==> config.mk <==
export PLATFORM = sky130hd
export DESIGN_NAME = jtag_dmi_tap
export DESIGN_NICKNAME = d
export VERILOG_FILES = /design/src/rtl/jtag_tap_pkg.sv /design/src/rtl/jtag_tap_fsm.sv /design/src/rtl/jtag_dmi_tap.sv
export SDC_FILE = /design/constraint.sdc
export NUM_CORES = 1
export LEC_CHECK = 0
export BUFFER_PORTS_ARGS = -buffer_cell sky130_fd_sc_hd__buf_4
export CELL_PAD_IN_SITES_DETAIL_PLACEMENT = 0
export CELL_PAD_IN_SITES_GLOBAL_PLACEMENT = 2
export CORE_ASPECT_RATIO = 0.9
export CORE_MARGIN = 2
export CORE_UTILIZATION = 35
export CTS_CLUSTER_DIAMETER = 150
export DETAILED_ROUTE_END_ITERATION = 8
export GPL_ROUTABILITY_DRIVEN = 0
export PLACE_DENSITY = 0.86
export REMOVE_ABC_BUFFERS = 1
export SLEW_MARGIN = 20
export SYNTH_ARGS = -nofsm -noshare
export SYNTH_HDL_FRONTEND = slang
export SYNTH_HIERARCHICAL = 1
export SYNTH_SLANG_ARGS = --single-unit
==> constraint.sdc <==
create_clock -name clock -period 4.5 [get_ports clock]
set_input_delay 0.675 -clock clock [delete_from_list [all_inputs] [get_ports clock]]
set_output_delay 0.675 -clock clock [all_outputs]
set_load 0.05 [all_outputs]
==> src/rtl/jtag_tap_pkg.sv <==
// Shared types for the JTAG TAP / RISC-V DTM: TAP states, IR codes, DTM op codes.
package jtag_tap_pkg;

    localparam int unsigned IrWidth      = 5;
    localparam logic [3:0]  DtmcsVersion = 4'd1;

    typedef enum logic [3:0] {
        TestLogicReset,
        RunTestIdle,
        SelectDrScan,
        CaptureDr,
        ShiftDr,
        Exit1Dr,
        PauseDr,
        Exit2Dr,
        UpdateDr,
        SelectIrScan,
        CaptureIr,
        ShiftIr,
        Exit1Ir,
        PauseIr,
        Exit2Ir,
        UpdateIr
    } tap_state_e;

    typedef enum logic [IrWidth-1:0] {
        IrIdcode = 5'h01,
        IrDtmcs  = 5'h10,
        IrDmi    = 5'h11,
        IrBypass = 5'h1F
    } ir_e;

    typedef enum logic [1:0] {
        OpNop   = 2'd0,
        OpRead  = 2'd1,
        OpWrite = 2'd2,
        OpBusy  = 2'd3
    } dtm_op_e;

endpackage

==> src/rtl/jtag_tap_fsm.sv <==
// IEEE 1149.1 TAP controller: state register, next-state logic and state decodes.
module jtag_tap_fsm
    import jtag_tap_pkg::*;
(
    input  logic clock,
    input  logic reset_i,
    input  logic trst_i,
    input  logic tck_rise_i,
    input  logic tms_i,
    output logic tlr_o,
    output logic capture_ir_o,
    output logic shift_ir_o,
    output logic update_ir_o,
    output logic capture_dr_o,
    output logic shift_dr_o,
    output logic update_dr_o
);

    tap_state_e state_q, state_d;

    always_ff @(posedge clock or posedge reset_i) begin
        if (reset_i) state_q <= TestLogicReset;
        else         state_q <= state_d;
    end

    always_comb begin
        state_d = state_q;
        if (trst_i) begin
            state_d = TestLogicReset;
        end else if (tck_rise_i) begin
            unique case (state_q)
                TestLogicReset: state_d = tms_i ? TestLogicReset : RunTestIdle;
                RunTestIdle:    state_d = tms_i ? SelectDrScan : RunTestIdle;
                SelectDrScan:   state_d = tms_i ? SelectIrScan : CaptureDr;
                CaptureDr:      state_d = tms_i ? Exit1Dr : ShiftDr;
                ShiftDr:        state_d = tms_i ? Exit1Dr : ShiftDr;
                Exit1Dr:        state_d = tms_i ? UpdateDr : PauseDr;
                PauseDr:        state_d = tms_i ? Exit2Dr : PauseDr;
                Exit2Dr:        state_d = tms_i ? UpdateDr : ShiftDr;
                UpdateDr:       state_d = tms_i ? SelectDrScan : RunTestIdle;
                SelectIrScan:   state_d = tms_i ? TestLogicReset : CaptureIr;
                CaptureIr:      state_d = tms_i ? Exit1Ir : ShiftIr;
                ShiftIr:        state_d = tms_i ? Exit1Ir : ShiftIr;
                Exit1Ir:        state_d = tms_i ? UpdateIr : PauseIr;
                PauseIr:        state_d = tms_i ? Exit2Ir : PauseIr;
                Exit2Ir:        state_d = tms_i ? UpdateIr : ShiftIr;
                UpdateIr:       state_d = tms_i ? SelectDrScan : RunTestIdle;
            endcase
        end
    end

    assign tlr_o        = (state_q == TestLogicReset);
    assign capture_ir_o = (state_q == CaptureIr);
    assign shift_ir_o   = (state_q == ShiftIr);
    assign update_ir_o  = (state_q == UpdateIr);
    assign capture_dr_o = (state_q == CaptureDr);
    assign shift_dr_o   = (state_q == ShiftDr);
    assign update_dr_o  = (state_q == UpdateDr);

endmodule

==> src/rtl/jtag_dmi_tap.sv <==
// Oversampled JTAG TAP + RISC-V DTM bridging DMI scans to a valid/ready DMI port.
// Define JTAG_TAP_TRST_EN to let jtag_trst_ni reset the TAP and IR.
module jtag_dmi_tap
    import jtag_tap_pkg::*;
#(
    parameter logic [31:0] IdcodeValue = 32'h04F5484D,
    parameter int unsigned AbitsW      = 7
) (
    input  logic              clock,
    input  logic              reset_i,
    input  logic              jtag_tck_i,
    input  logic              jtag_tms_i,
    input  logic              jtag_tdi_i,
    input  logic              jtag_trst_ni,
    output logic              jtag_tdo_o,
    output logic              dmi_req_valid_o,
    input  logic              dmi_req_ready_i,
    output logic [AbitsW-1:0] dmi_req_addr_o,
    output logic [1:0]        dmi_req_op_o,
    output logic [31:0]       dmi_req_data_o,
    input  logic              dmi_rsp_valid_i,
    output logic              dmi_rsp_ready_o,
    input  logic [31:0]       dmi_rsp_data_i,
    input  logic [1:0]        dmi_rsp_resp_i,
    output logic              dmi_rst_no
);

    localparam int unsigned DmiW   = AbitsW + 34;
    localparam logic [5:0]  DmiMsb = 6'(DmiW - 1);

    logic [1:0] tck_sync_q, tms_sync_q, tdi_sync_q;
    logic       tck_prev_q;
    logic       tck_rise, tck_fall, tms_s, tdi_s, tap_rst;

    always_ff @(posedge clock or posedge reset_i) begin
        if (reset_i) begin
            tck_sync_q <= '0;
            tms_sync_q <= '0;
            tdi_sync_q <= '0;
            tck_prev_q <= 1'b0;
        end else begin
            tck_sync_q <= {tck_sync_q[0], jtag_tck_i};
            tms_sync_q <= {tms_sync_q[0], jtag_tms_i};
            tdi_sync_q <= {tdi_sync_q[0], jtag_tdi_i};
            tck_prev_q <= tck_sync_q[1];
        end
    end

    assign tck_rise = tck_sync_q[1] & ~tck_prev_q;
    assign tck_fall = ~tck_sync_q[1] & tck_prev_q;
    assign tms_s    = tms_sync_q[1];
    assign tdi_s    = tdi_sync_q[1];

`ifdef JTAG_TAP_TRST_EN
    logic [1:0] trst_sync_q;

    always_ff @(posedge clock or posedge reset_i or negedge jtag_trst_ni) begin
        if (reset_i || !jtag_trst_ni) trst_sync_q <= 2'b00;
        else                          trst_sync_q <= {trst_sync_q[0], 1'b1};
    end

    assign tap_rst = ~trst_sync_q[1];
`else
    logic unused_trst;
    assign unused_trst = jtag_trst_ni;
    assign tap_rst     = 1'b0;
`endif

    logic tlr, cap_ir, sh_ir, up_ir, cap_dr, sh_dr, up_dr;

    jtag_tap_fsm u_fsm (
        .clock        (clock),
        .reset_i      (reset_i),
        .trst_i       (tap_rst),
        .tck_rise_i   (tck_rise),
        .tms_i        (tms_s),
        .tlr_o        (tlr),
        .capture_ir_o (cap_ir),
        .shift_ir_o   (sh_ir),
        .update_ir_o  (up_ir),
        .capture_dr_o (cap_dr),
        .shift_dr_o   (sh_dr),
        .update_dr_o  (up_dr)
    );

    logic [IrWidth-1:0] ir_q, ir_d, ir_sr_q, ir_sr_d;
    logic [DmiW-1:0]    dr_sr_q, dr_sr_d, dr_cap;
    logic [5:0]         dr_msb;
    logic               tdo_q, tdo_d;
    logic [1:0]         dmistat_q, dmistat_d;
    logic               busy_q, busy_d;
    logic               req_valid_q, req_valid_d;
    logic [AbitsW-1:0]  addr_q, addr_d;
    logic [31:0]        data_q, data_d, rsp_data_q, rsp_data_d;
    logic [1:0]         op_q, op_d, cap_op, upd_op;
    logic               rst_n_q, rst_n_d;
    logic               ir_dtmcs, ir_dmi;
    logic [31:0]        dtmcs_cap;

    assign ir_dtmcs  = (ir_q == IrDtmcs);
    assign ir_dmi    = (ir_q == IrDmi);
    assign cap_op    = (dmistat_q != 2'd0) ? dmistat_q : (busy_q ? OpBusy : OpNop);
    assign upd_op    = dr_sr_q[1:0];
    assign dtmcs_cap = {14'd0, 1'b0, 1'b0, 1'b0, 3'd1, dmistat_q, 6'(AbitsW), DtmcsVersion};

    // Unknown IR codes fall through to the 1-bit bypass register.
    always_comb begin
        dr_msb = 6'd0;
        dr_cap = '0;
        unique case (1'b1)
            (ir_q == IrIdcode): begin
                dr_msb = 6'd31;
                dr_cap = {{(DmiW-32){1'b0}}, IdcodeValue};
            end
            ir_dtmcs: begin
                dr_msb = 6'd31;
                dr_cap = {{(DmiW-32){1'b0}}, dtmcs_cap};
            end
            ir_dmi: begin
                dr_msb = DmiMsb;
                dr_cap = {addr_q, rsp_data_q, cap_op};
            end
            default: ;
        endcase
    end

    always_comb begin
        ir_d        = ir_q;
        ir_sr_d     = ir_sr_q;
        dr_sr_d     = dr_sr_q;
        tdo_d       = tdo_q;
        dmistat_d   = dmistat_q;
        busy_d      = busy_q;
        req_valid_d = req_valid_q;
        addr_d      = addr_q;
        data_d      = data_q;
        op_d        = op_q;
        rsp_data_d  = rsp_data_q;
        rst_n_d     = 1'b1;

        if (req_valid_q && dmi_req_ready_i) req_valid_d = 1'b0;
        if (busy_q && dmi_rsp_valid_i) begin
            busy_d     = 1'b0;
            rsp_data_d = dmi_rsp_data_i;
            if (dmi_rsp_resp_i != 2'd0 && dmistat_q == 2'd0) dmistat_d = 2'd2;
        end

        if (tck_rise) begin
            if (cap_ir) ir_sr_d = 5'b00001;
            if (sh_ir)  ir_sr_d = {tdi_s, ir_sr_q[IrWidth-1:1]};
            if (cap_dr) begin
                dr_sr_d = dr_cap;
                if (ir_dmi && busy_q && dmistat_q == 2'd0) dmistat_d = OpBusy;
            end
            if (sh_dr) begin
                dr_sr_d         = dr_sr_q >> 1;
                dr_sr_d[dr_msb] = tdi_s;
            end
        end

        if (tck_fall) begin
            tdo_d = sh_ir ? ir_sr_q[0] : (sh_dr ? dr_sr_q[0] : 1'b0);
            if (up_ir) ir_d = ir_sr_q;
            if (up_dr && ir_dtmcs) begin
                if (dr_sr_q[16]) dmistat_d = 2'd0;
                if (dr_sr_q[17]) begin
                    rst_n_d     = 1'b0;
                    req_valid_d = 1'b0;
                    busy_d      = 1'b0;
                end
            end
            if (up_dr && ir_dmi && (upd_op == OpRead || upd_op == OpWrite)) begin
                if (busy_q) begin
                    dmistat_d = OpBusy;
                end else if (dmistat_q == 2'd0) begin
                    req_valid_d = 1'b1;
                    busy_d      = 1'b1;
                    addr_d      = dr_sr_q[DmiW-1:34];
                    data_d      = dr_sr_q[33:2];
                    op_d        = upd_op;
                end
            end
        end

        if (tlr || tap_rst) ir_d = IrIdcode;
    end

    always_ff @(posedge clock or posedge reset_i) begin
        if (reset_i) begin
            ir_q        <= IrIdcode;
            ir_sr_q     <= '0;
            dr_sr_q     <= '0;
            tdo_q       <= 1'b0;
            dmistat_q   <= 2'd0;
            busy_q      <= 1'b0;
            req_valid_q <= 1'b0;
            addr_q      <= '0;
            data_q      <= '0;
            op_q        <= 2'd0;
            rsp_data_q  <= '0;
            rst_n_q     <= 1'b1;
        end else begin
            ir_q        <= ir_d;
            ir_sr_q     <= ir_sr_d;
            dr_sr_q     <= dr_sr_d;
            tdo_q       <= tdo_d;
            dmistat_q   <= dmistat_d;
            busy_q      <= busy_d;
            req_valid_q <= req_valid_d;
            addr_q      <= addr_d;
            data_q      <= data_d;
            op_q        <= op_d;
            rsp_data_q  <= rsp_data_d;
            rst_n_q     <= rst_n_d;
        end
    end

    assign jtag_tdo_o      = tdo_q;
    assign dmi_req_valid_o = req_valid_q;
    assign dmi_req_addr_o  = addr_q;
    assign dmi_req_data_o  = data_q;
    assign dmi_req_op_o    = op_q;
    assign dmi_rsp_ready_o = 1'b1;
    assign dmi_rst_no      = rst_n_q;

endmodule

==> Word level (Yosys, flattened, before mapping) <==
Index checks and enable logic that the tools add are counted.
{ "word_totals": {"word_cells": 126, "ff_bits": 141, "in_bits": 42, "output_inout_bits": 45} }
{ "op_classes": {"mux": 56, "eq_ne": 20, "n_reduce_logical": 26, "n_lt_le_gt_ge": 2, "bitwise": 5} }
{ "op_table": {"columns": ["cell", "n"], "rows": [
  ["one-hot mux 41 bit (3 select lines)", 1],
  ["two-way mux 41 bit", 2],
  ["one-hot mux 4 bit (12 select lines)", 1],
  ["bitwise mux 41 bit", 1],
  ["== test 4 bit (second input constant)", 8],
  ["two-way mux 2 bit", 15],
  ["two-way mux 5 bit", 5],
  ["two-way mux 1 bit", 23],
  ["== test 4 x 3 -> 1 bit (second input constant)", 4],
  ["two-way mux 4 bit", 4],
  ["one-hot mux 6 bit (2 select lines)", 1],
  ["nonzero test 2 bit", 6],
  ["== test 5 bit (second input constant)", 2],
  ["logical AND 1 bit", 9],
  ["== test 4 x 2 -> 1 bit (second input constant)", 2],
  ["< comparator 6 x 7 -> 1 bit (second input constant)", 1],
  ["demux 1 bit (select 6 bit)", 1],
  ["greater-or-equal comparator 6 x 1 -> 1 bit (second input constant)", 1],
  ["two-way mux 3 bit", 2],
  ["AND reduction 2 bit", 3],
  ["OR reduction 2 bit", 3],
  ["== test 5 x 1 -> 1 bit (second input constant)", 1],
  ["== test 4 x 1 -> 1 bit (second input constant)", 1],
  ["logical NOT 4 bit", 1],
  ["other kinds (8)", 11]
]} }

==> Longest topological paths before layout <==
Gate-level depths: netlist of run 1.
{ "logic_depth": {"depth_word": 12, "depth_mapped": 9, "ltp_nobuf": 7} }

==> Modules after synthesis <==
The synthesis of run 1 kept the hierarchy.
{ "by_module_without_submodules": {"columns": ["mod", "instances", "area_each_um2", "seq_area_each_um2", "cells_each"], "rows": [
  ["jtag_dmi_tap", 1, 5923.2, 3430.8, 476],
  ["jtag_tap_fsm", 1, 483.0, 100.1, 63]
]} }

==> Worst setup path before layout of run 1 <==
No wires, ideal clock.
{ "synth_timing": {"kind": "register to register", "start": "register u_fsm.state_q[1]", "end": "register dr_sr_q[32]", "arrival_time_ps": 1796, "path_slack_ps": 2563, "n_path_buf": 5, "setup_ps": 141, "period_less_slack_ps": 1937, "stages_incl_launch_ff": 9, "required_ps": 4359, "cell_sequence": "dfrtp_1 > buf_2 > buf_2 > nor3_1 > clkbuf_1 > o21a_1 > clkbuf_1 > clkbuf_1 > a31oi_1"} }
{ "synth_between": {"elab_chain_cells": 3, "word_cells_on_any_way": 5, "classes_between": "eq/ne (2); mux (1); reduce/logical (2)"} }
{ "synth_rtl": {"columns": ["element", "line", "text"], "rows": [
  ["from (decl)", "jtag_tap_fsm.sv:19", "tap_state_e state_q, state_d;"],
  ["from (signal assigned)", "jtag_tap_fsm.sv:22", "if (reset_i) state_q <= TestLogicReset;"],
  ["from (signal assigned)", "jtag_tap_fsm.sv:23", "else state_q <= state_d;"],
  ["== test 4 x 3 -> 1 bit *", "jtag_tap_fsm.sv:57", "assign shift_dr_o = (state_q == ShiftDr);"],
  ["net sh_dr", "jtag_dmi_tap.sv:69", "logic tlr, cap_ir, sh_ir, up_ir, cap_dr, sh_dr, up_dr;"],
  ["nonzero test 2 bit (no source line)", null, null],
  ["AND reduction 2 bit (no source line)", null, null],
  ["to (signal assigned)", "jtag_dmi_tap.sv:205", "dr_sr_q <= dr_sr_d;"],
  ["to (decl)", "jtag_dmi_tap.sv:87", "logic [DmiW-1:0] dr_sr_q, dr_sr_d, dr_cap;"]
]} }
The timed path passes the listed nets; every way through them passes the cells marked *.
A chain may end at the register's enable or synchronous reset.

==> Worst setup path in the final report of run 1 <==
{ "layout_timing": {"start": "register ir_q[0]", "end": "register data_q[27] (netlist: dmi_req_data_o[27])"} }
{ "layout_between": {"elab_chain_cells": 4} }
{ "layout_rtl": {"columns": ["element", "line", "text"], "rows": [
  ["from (decl)", "jtag_dmi_tap.sv:86", "logic [IrWidth-1:0] ir_q, ir_d, ir_sr_q, ir_sr_d;"],
  ["from (signal assigned)", "jtag_dmi_tap.sv:190", "ir_q <= IrIdcode;"],
  ["from (signal assigned)", "jtag_dmi_tap.sv:203", "ir_q <= ir_d;"],
  ["== test 5 bit", "jtag_dmi_tap.sv:101", "assign ir_dmi = (ir_q == IrDmi);"],
  ["logical AND 1 bit (2 in a row)", "jtag_dmi_tap.sv:172", "if (up_dr && ir_dmi && (upd_op == OpRead || upd_op == OpWrite)) begin"],
  ["AND reduction 4 bit (no source line)", null, null],
  ["to (signal assigned)", "jtag_dmi_tap.sv:211", "data_q <= data_d;"],
  ["to (decl)", "jtag_dmi_tap.sv:94", "logic [31:0] data_q, data_d, rsp_data_q, rsp_data_d;"]
]} }
No other way between the ends.

==> results of run 1 <==
[per-layer routing]
metal / global-route usage, % / vias up / share of wire [%]
met5: 0 / - / 0
met2: 24.0 / 107 / 47
met3: 3.81 / 21 / 4.2
met4: 7.17 / 0 / 2.2
li1: - / 2071 / -
met1: 21.3 / 2209 / 46
[metrics by stage]
stage          instances  hold slack (ns)
6_report             868            0.175
3_3_place_gp         836            0.340
3_5_place_dp         836            0.339
2_1_floorplan        504            0.331
5_1_grt              868            0.157
4_1_cts              868            0.163
[worst max path at each step]
stage | from | endpoint | slack [ns] | cells past startpoint
6_report | ir_q[0]$_DFFE_PP1P_ | dmi_req_data_o[27]$_DFFE_PP0P_ | 1.52 | 5
3_3_place_gp | ir_q[0]$_DFFE_PP1P_ | dmi_req_data_o[15]$_DFFE_PP0P_ | 1.55 | 5
3_5_place_dp | ir_q[0]$_DFFE_PP1P_ | dmi_req_addr_o[3]$_DFFE_PP0P_ | 1.48 | 5
4_1_cts | ir_q[0]$_DFFE_PP1P_ | dmi_req_data_o[27]$_DFFE_PP0P_ | 1.47 | 5
5_1_grt | ir_q[0]$_DFFE_PP1P_ | dmi_req_addr_o[3]$_DFFE_PP0P_ | 1.36 | 5
2_1_floorplan | u_fsm/state_q[2]$_DFFE_PP0P_ | dr_sr_q[1]$_DFFE_PP0P_ | -1.72 | 5
[power breakdown]
part           switching (mW)  internal [mW]
Clock                   0.556           1.17
Sequential             0.0484           1.33
Combinational          0.0661         0.0736
[final cells by class]
type	count	area share, %
Sequential cell	141	44.5
Inverter	11	0.584
Tap cell	240	3.79
Multi-Input combinational cell	352	33.2
Clock buffer	19	5.59
Timing Repair Buffer	92	8.71
Clock inverter	13	3.57
[layout by cell type (no fill, tap or decap), types with 3 or more instances in the layout]
cell	n
sky130_fd_sc_hd__nor2b_1	6
sky130_fd_sc_hd__mux2_4	38
sky130_fd_sc_hd__a32oi_1	14
sky130_fd_sc_hd__o21ai_0	8
sky130_fd_sc_hd__bufinv_16	8
sky130_fd_sc_hd__nand2b_1	13
sky130_fd_sc_hd__clkbuf_16	17
sky130_fd_sc_hd__nand3_1	3
sky130_fd_sc_hd__inv_1	9
sky130_fd_sc_hd__or3_1	3
sky130_fd_sc_hd__nor2_1	55
sky130_fd_sc_hd__nor3_1	6
sky130_fd_sc_hd__nand3b_1	22
sky130_fd_sc_hd__a21oi_1	25
sky130_fd_sc_hd__conb_1	7
sky130_fd_sc_hd__a22o_1	4
sky130_fd_sc_hd__mux2_2	36
sky130_fd_sc_hd__a31oi_1	27
sky130_fd_sc_hd__inv_6	3
sky130_fd_sc_hd__a211o_1	3
sky130_fd_sc_hd__nand2_1	34
sky130_fd_sc_hd__dfrtp_1	139
sky130_fd_sc_hd__buf_4	92
sky130_fd_sc_hd__mux2i_1	5
[cell families after synthesis]
family | synth area share (%)
mux | 16.0
other cells | 0.117
compound gates | 10.6
simple gates | 13.5
buf+inv | 4.22
xor+xnor | 0.410
flops | 55.1
[registers in the layout, summed over array words and instances (netlist names), 2 cells and up]
register and count:
dmi_req_addr_o 7, dmi_req_data_o 32, dmi_req_op_o 2, dmistat_q 2, dr_sr_q 41, ir_q 5, ir_sr_q 5, rsp_data_q 32
tck_sync_q 2, tdi_sync_q 2, tms_sync_q 2, u_fsm/state_q 4
==> run summary, run 1 <==
The path depth of the worst reg2reg path is 5. Entering global routing, the biggest net connects 110 pins. The final instance area came out at 7930 um^2. After floorplanning, the core was divided into 46 placement rows.

On the worst path, the slowest cell contributes a delay of 0.84 ns. The critical path is of the reg2reg type. The number of buffers inserted to repair setup after CTS is 0. The proportion of layout cells with a drive suffix above 1 is 33.8%. The clock period could shrink to 2.98 ns. The top cell type by area accounts for 54.3% of the synthesized area. The synthesized area divided by synthesized cell count came out at 11.9 um^2. Summed over all instances, the cell type with the most area after synthesis is sky130_fd_sc_hd__dfrtp_1.

In this run the standard cell core region covers 17800 um^2. The worst clock skew is 0.00504 ns. Buffers inserted to repair hold after CTS numbered 0. STA puts the critical path data required time at 4.80 ns. Traced cell by cell, the critical path runs through nand2_1, nor2_8, nand4_4, buf_4, mux2_4. For this run, the top clock speed supported by timing is about 0.34 GHz. The most used flip-flop cell after synthesis is sky130_fd_sc_hd__dfrtp_1. The initial antenna violation count is 0.

After synthesis, flip-flops and latches occupy 55.1% of the total area. The number of violations reported at the end of detailed-routing iteration 0 came out at 273. TritonCTS built the clock tree. Sorting the synthesized cells by area gives the leading types as sky130_fd_sc_hd__dfrtp_1, sky130_fd_sc_hd__mux2_4, sky130_fd_sc_hd__mux2_2.

The count of distinct cell types in the synthesized netlist is 60. The total DRC errors in the routed layout is 0. The H-tree was split into 4 levels. Counting along the longest clock path gives a buffer depth of 2. The hold violation count in the final report came out at 0. The total power draw is 3.25 mW. In the final design database the tool counted 657 nets. The reg-to-reg setup timing slack is about 1.5 ns.

Setup violations remaining at the end of the flow were counted as 0. The analysis attributes to cell leakage a power of around 3.8 nW. In this run the critical register-to-register path is captured at dmi_req_data_o[27]$_DFFE_PP0P_. Data arrives at the worst endpoint at approximately 3.3 ns. Max-cap violations in this run came to 0. Across the whole layout, storage elements account for 3530 um^2. The synthesized design contains 0 enable-type register cells. The pre-antenna-repair detailed-routing pass consisted of 5 iterations.

In the finished design, the share of the clock period the worst path needs comes to about two thirds. The clock buffer count from CTS came out at 17. The width of the chip is ~150 um. The post-route core utilization came out at 44.6%. The largest fanout on the critical path came out at 31.

After global routing the overflow that remains totals 0. Once placement finished, the instance area stood at 7200 um^2. The flow ran to the end, and the final reports show no timing, DRC or antenna violations. The vias after detailed routing came out at between 4000 and 5000. For this configuration, the core starts out at a cell density of between 30% and 40%.

In this run the clock root is driven by a sky130_fd_sc_hd__clkbuf_16. Summing all multi-input logic gate instances after layout gives 2630 um^2. Setup repair after global routing left no endpoint under its margin. Prior to clock tree synthesis, the placed netlist has a worst setup slack of 1.48 ns.

For this design, the sink count on the clock tree is 141. The area of the mapped netlist is 6410 um^2. In this design, the largest share of critical-path delay is due to simple AND/OR/NAND/NOR gates.

After detailed routing, the total wire length is 14.5 mm. STA classifies the critical path startpoint as a flop. The power density over cell area came out at around 410 nW/um^2. The share of synthesized flip-flops with an asynchronous set or reset is 100%.

The sum of buffers and inverters on the critical path came out at 1. The number of filler instances in the final layout came out at around 1600. At the pin with the least slew margin, the transition time is roughly 0.99 ns.

The floorplan die area came out at about 19000 um^2. The count of port buffers added during placement came out at 84. The final setup TNS came out at 0 ns.

The number of synthesis warnings is 6. Gates resized during post-CTS repair numbered 0. The all-layer global routing usage came out at between 10% and 20%. The class of the tightest hold or removal check is in2async.

The commonest cells after synthesis are sky130_fd_sc_hd__dfrtp_1, sky130_fd_sc_hd__nor2_1, sky130_fd_sc_hd__mux2_4, sky130_fd_sc_hd__mux2_2, sky130_fd_sc_hd__nand2_1. The worst reg2reg path startpoint is ir_q[0]$_DFFE_PP1P_. The post-detailed-route count of antenna-violating nets is 0.

The via count normalized by instance count came out at 5.08. The headroom to the max-slew limit came out at 34.3%. In the final routed layout, each cell accounts on average for 16.7 um. The slowest cell on the critical path is sky130_fd_sc_hd__dfstp_2. The final number of max-transition violations came to 0. The first global-routing pass estimated 24.1 mm of wire. The number of antenna repair diodes came out at 0. After technology mapping, the gate count stands at approximately 540. Measured along the y axis, the die boundary spans 132 um. Across the VDD grid, the largest voltage drop is 0.239 mV.

The via count of the first global-routing pass came out at approximately 4500. During I/O placement, the number of pins put on the boundary was 87. Once routing completed, OpenROAD measured the worst setup slack at approximately 1.5 ns. The most numerous cell in the Yosys netlist is sky130_fd_sc_hd__dfrtp_1. The worst setup path is captured at a flop. The synthesized design contains 141 register bits. The area growth from synthesis to layout came out at 23.7%. The clock latency on the worst-skew pair is 0.42 ns. Detailed placement finished with a half-perimeter wire length of 8.99 mm.

The clock transition at the registers of the reported paths is 0.06 ns.
No activity file was read; power rests on OpenSTA's default activity.
==> run 2: changes to the inputs <==
- CORE_UTILIZATION: 35 -> 38
- PLACE_DENSITY: 0.86 -> 0.89
- clock period: 4.5 -> 3 ns (I/O delays scaled with it)
==> run 2 against run 1 <==
  * Die area down 7.7%
  * Sequential share of layout area grew 0.11 points
  * Clock power increased by 27%
  * Clock-buffer cell count increased by 3
  * Total power is 38% higher
  * Final area down 0.25%
  * Critical path depth rose by 1
  * Worst hold slack got worse by 0.036 ns
  * Flip-flop and latch count unchanged
  * Via count up 0.36%
==> run summary, run 2 (synthesis gave the netlist of run 1 again) <==
The hold violation count in the final report came out at 0 (unchanged). The layout net count came out at 668 (was 657). The minimum period implied by the final worst setup slack is 2.35 ns (was 2.98 ns). The final number of max-transition violations came out at 0 (unchanged). The first-pass detailed-route iteration total is 4 (was 5).

The detail-routed net length per standard cell came out at 17.1 um (was 16.7 um). The largest register by flop count is dr_sr_q (unchanged). The all-layer global routing usage was 17.1% (was 15.8%). The number of buffers on the longest clock path came out at 2 (unchanged). The placed instance count is 817 (was 836). The max-cap violation count is 0 (unchanged).

The via count normalized by instance count is 5.20 (was 5.08). The top layer used by detailed routing is met4 (unchanged). The core box area came out at 16700 um^2 (was 17800 um^2). The number of buffers inserted to repair setup after CTS came out at 0 (unchanged). The class of the tightest hold or removal check is in2reg (was in2async). The power density over cell area came out at 567 nW/um^2 (was 410 nW/um^2). The startpoint of the lowest-slack hold path is jtag_tms_i. The count of placed standard cells in the final layout, fillers left out was 850 (was 868). The number of cells on the critical path is 6 (was 5). The post-route core utilization came out at 47.4% (was 44.6%). The total congestion overflow after global routing is 0 (unchanged). The final instance area came out at 7910 um^2 (was 7930 um^2). The post-placement cell area came out at 7270 um^2 (was 7200 um^2).

The number of flip-flops under the largest register name is 41 (unchanged). The critical path endpoint was dr_sr_q[0]$_DFFE_PP0P_ (was dmi_req_data_o[27]$_DFFE_PP0P_). The headroom to the max-slew limit came out at 53.8% (was 34.3%).

The static power due to leakage came out at 3.79 nW (was 3.77 nW). Outcome: finished, final reports clean (unchanged). RSZ-0062 raised after global routing: false (unchanged). The family with the most delay on the worst path is flip-flops (was simple AND/OR/NAND/NOR gates). The count of port buffers added during placement is 84 (unchanged). The worst clock skew is 0.0119 ns (was 0.00504 ns). The total routed wire length on the met1 layer came out at 6.79 mm (was 6.69 mm). The sum of buffers and inverters on the critical path came out at 1 (unchanged). The post-detailed-route count of antenna-violating nets is 0 (unchanged).

The post-detailed-placement half-perimeter wirelength was 9.25 mm (was 8.99 mm). The CTS tree is done (unchanged). The clock latency on the worst-skew pair is 0.42 ns (about the same). The area growth from synthesis to layout is 23.4% (was 23.7%).

The startpoint class of the critical path is a flop (unchanged). The width of the chip came out at 141 um (was 147 um). The category of the most critical setup path is reg2reg (unchanged). The capture point of the worst reg-to-reg path is dr_sr_q[0]$_DFFE_PP0P_ (was dmi_req_data_o[27]$_DFFE_PP0P_).

Highest-count cells in the layout ignoring fill and taps: sky130_fd_sc_hd__dfrtp_1, sky130_fd_sc_hd__buf_4, sky130_fd_sc_hd__nor2_1 (unchanged). The actual slew at the worst max-slew pin is 0.693 ns (was 0.986 ns). The total of cells resized after clock tree synthesis came to 0 (unchanged). The maximum level of the CTS H-tree was 4 (unchanged). The initial core utilization is 38.4% (was 36.0%).

The slowest cell on the critical path is sky130_fd_sc_hd__dfrtp_1 (was sky130_fd_sc_hd__dfstp_2). The via count of the first global-routing pass was 4515 (was 4543). Cell-by-cell trace of the critical path: or2b_1, nor3_2, buf_4, a2111oi_0, a211o_1, a31oi_1 (was nand2_1, nor2_8, nand4_4, buf_4, mux2_4). The worst reg2reg path startpoint is u_fsm/state_q[2]$_DFFE_PP0P_ (was ir_q[0]$_DFFE_PP1P_). The top achievable clock speed is 0.425 GHz (was 0.336 GHz). The maximum number of pins on one net before global-route repair came out at 73 (was 110). The die extent in y was 127 um (was 132 um). The wire length on met2 came out at 6.87 mm (was 6.83 mm). The clock sink count came to 141 (unchanged).

The number of antenna repair diodes came out at 0 (unchanged). The total DRC errors in the routed layout came out at 0 (unchanged). The stage delay of the slowest cell on the critical path came out at 0.67 ns (was 0.84 ns). The nature of the critical path endpoint is a flop (unchanged).

The final worst-path cycle share is 78.4% (was 66.2%). The reg-to-reg setup timing slack is 0.65 ns (was 1.52 ns). The cell at the root of the clock tree is sky130_fd_sc_hd__clkbuf_16 (unchanged). The vias after detailed routing came out at 4424 (was 4408).

The source of the critical timing path is u_fsm/state_q[2]$_DFFE_PP0P_ (was ir_q[0]$_DFFE_PP1P_). The clock buffer count from CTS came out at 17 (unchanged). The number of filler instances in the final layout is 1509 (was 1631). The number of placed I/O pins is 87 (unchanged).

The final setup TNS is 0 ns (unchanged). The path depth of the worst reg2reg path is 6 (was 5). The slack of the critical path is 0.649 ns (was 1.52 ns).

The worst setup slack before clock tree synthesis was 0.669 ns (was 1.48 ns). The most common cell after layout, fill and taps aside is sky130_fd_sc_hd__dfrtp_1 (unchanged). The data arrival time at the worst-slack endpoint came out at 2.68 ns (was 3.28 ns).

The sum of routed wire length over all layers is 14.5 mm (about the same). The maximum resistive drop on vdd was 0.407 mV (was 0.239 mV). The number of violations reported at the end of detailed-routing iteration 0 came out at 300 (was 273). The worst path required time came out at 3.33 ns (was 4.80 ns). The wire length of the first global-routing pass is 24.0 mm (was 24.1 mm). The proportion of layout cells with a drive suffix above 1 is 34.7% (was 33.8%). The met3 layer wire length in the routed design came out at 709 um (was 610 um). The worst-case hold slack came to 0.138 ns (was 0.175 ns).

The standard-cell row count came out at 45 (was 46). The total setup violations reported at the end of the flow is 0 (unchanged). The largest fanout on the critical path came to 42 (was 31). The initial antenna violation count is 0 (unchanged). The floorplan die area is 17900 um^2 (was 19400 um^2). The total power draw came out at 4.48 mW (was 3.25 mW). The clock transition at the registers of the reported paths came to 0.06 ns (about the same).
-- run 2: changes by cell type in the layout (fill, tap and decap cells not counted), moves of 3 or more --
| cell | delta |
|---|---|
| sky130_fd_sc_hd__buf_12 | +3 |
| sky130_fd_sc_hd__buf_4 | +7 |
| sky130_fd_sc_hd__bufinv_16 | -5 |
| sky130_fd_sc_hd__clkbuf_8 | +3 |
| sky130_fd_sc_hd__clkinv_2 | +4 |
-- run 2: area by class of cell --
cell class,count,area (um^2),area share [%]
sequential,141,3530,44.7
multi-input combinational,352,2630,33.3
timing repair buffer,103,813,10.3
clock buffer,22,484,6.12
tap,211,264,3.34
clock inverter,10,135,1.71
inverter,11,46.3,0.586
-- run 2: timing repair --
item,in CTS,in global routing
hold endpoints to repair,4,0
hold buffers,1,0
endpoints found under the setup margin,0,0
-- run 2: power by group --
group	switching, mW	internal (mW)	total [mW]
clock network	0.808	1.40	2.20
registers	0.0680	1.99	2.06
logic	0.103	0.114	0.217
total	0.979	3.50	4.48
-- run 2: layer usage --
layer  GRT usage, %  vias up
met5              0        -
met4           5.65        0
met2           26.6      114
met3           4.57       13
met1           23.5     2212
li1               -     2085
-- run 2: worst min path at each step --
stage / slack, ns / cells past startpoint / to
after floorplan: 0.22 / 1 / u_fsm/state_q[0]$_DFFE_PP0P_
after CTS: 0.12 / 1 / tck_sync_q[0]$_DFF_PP0_
final: 0.14 / 1 / tms_sync_q[0]$_DFF_PP0_
after global routing: 0.12 / 1 / tck_sync_q[0]$_DFF_PP0_
after global placement: 0.34 / 0 / tdi_sync_q[1]$_DFF_PP0_
after detailed placement: 0.34 / 0 / tdi_sync_q[1]$_DFF_PP0_
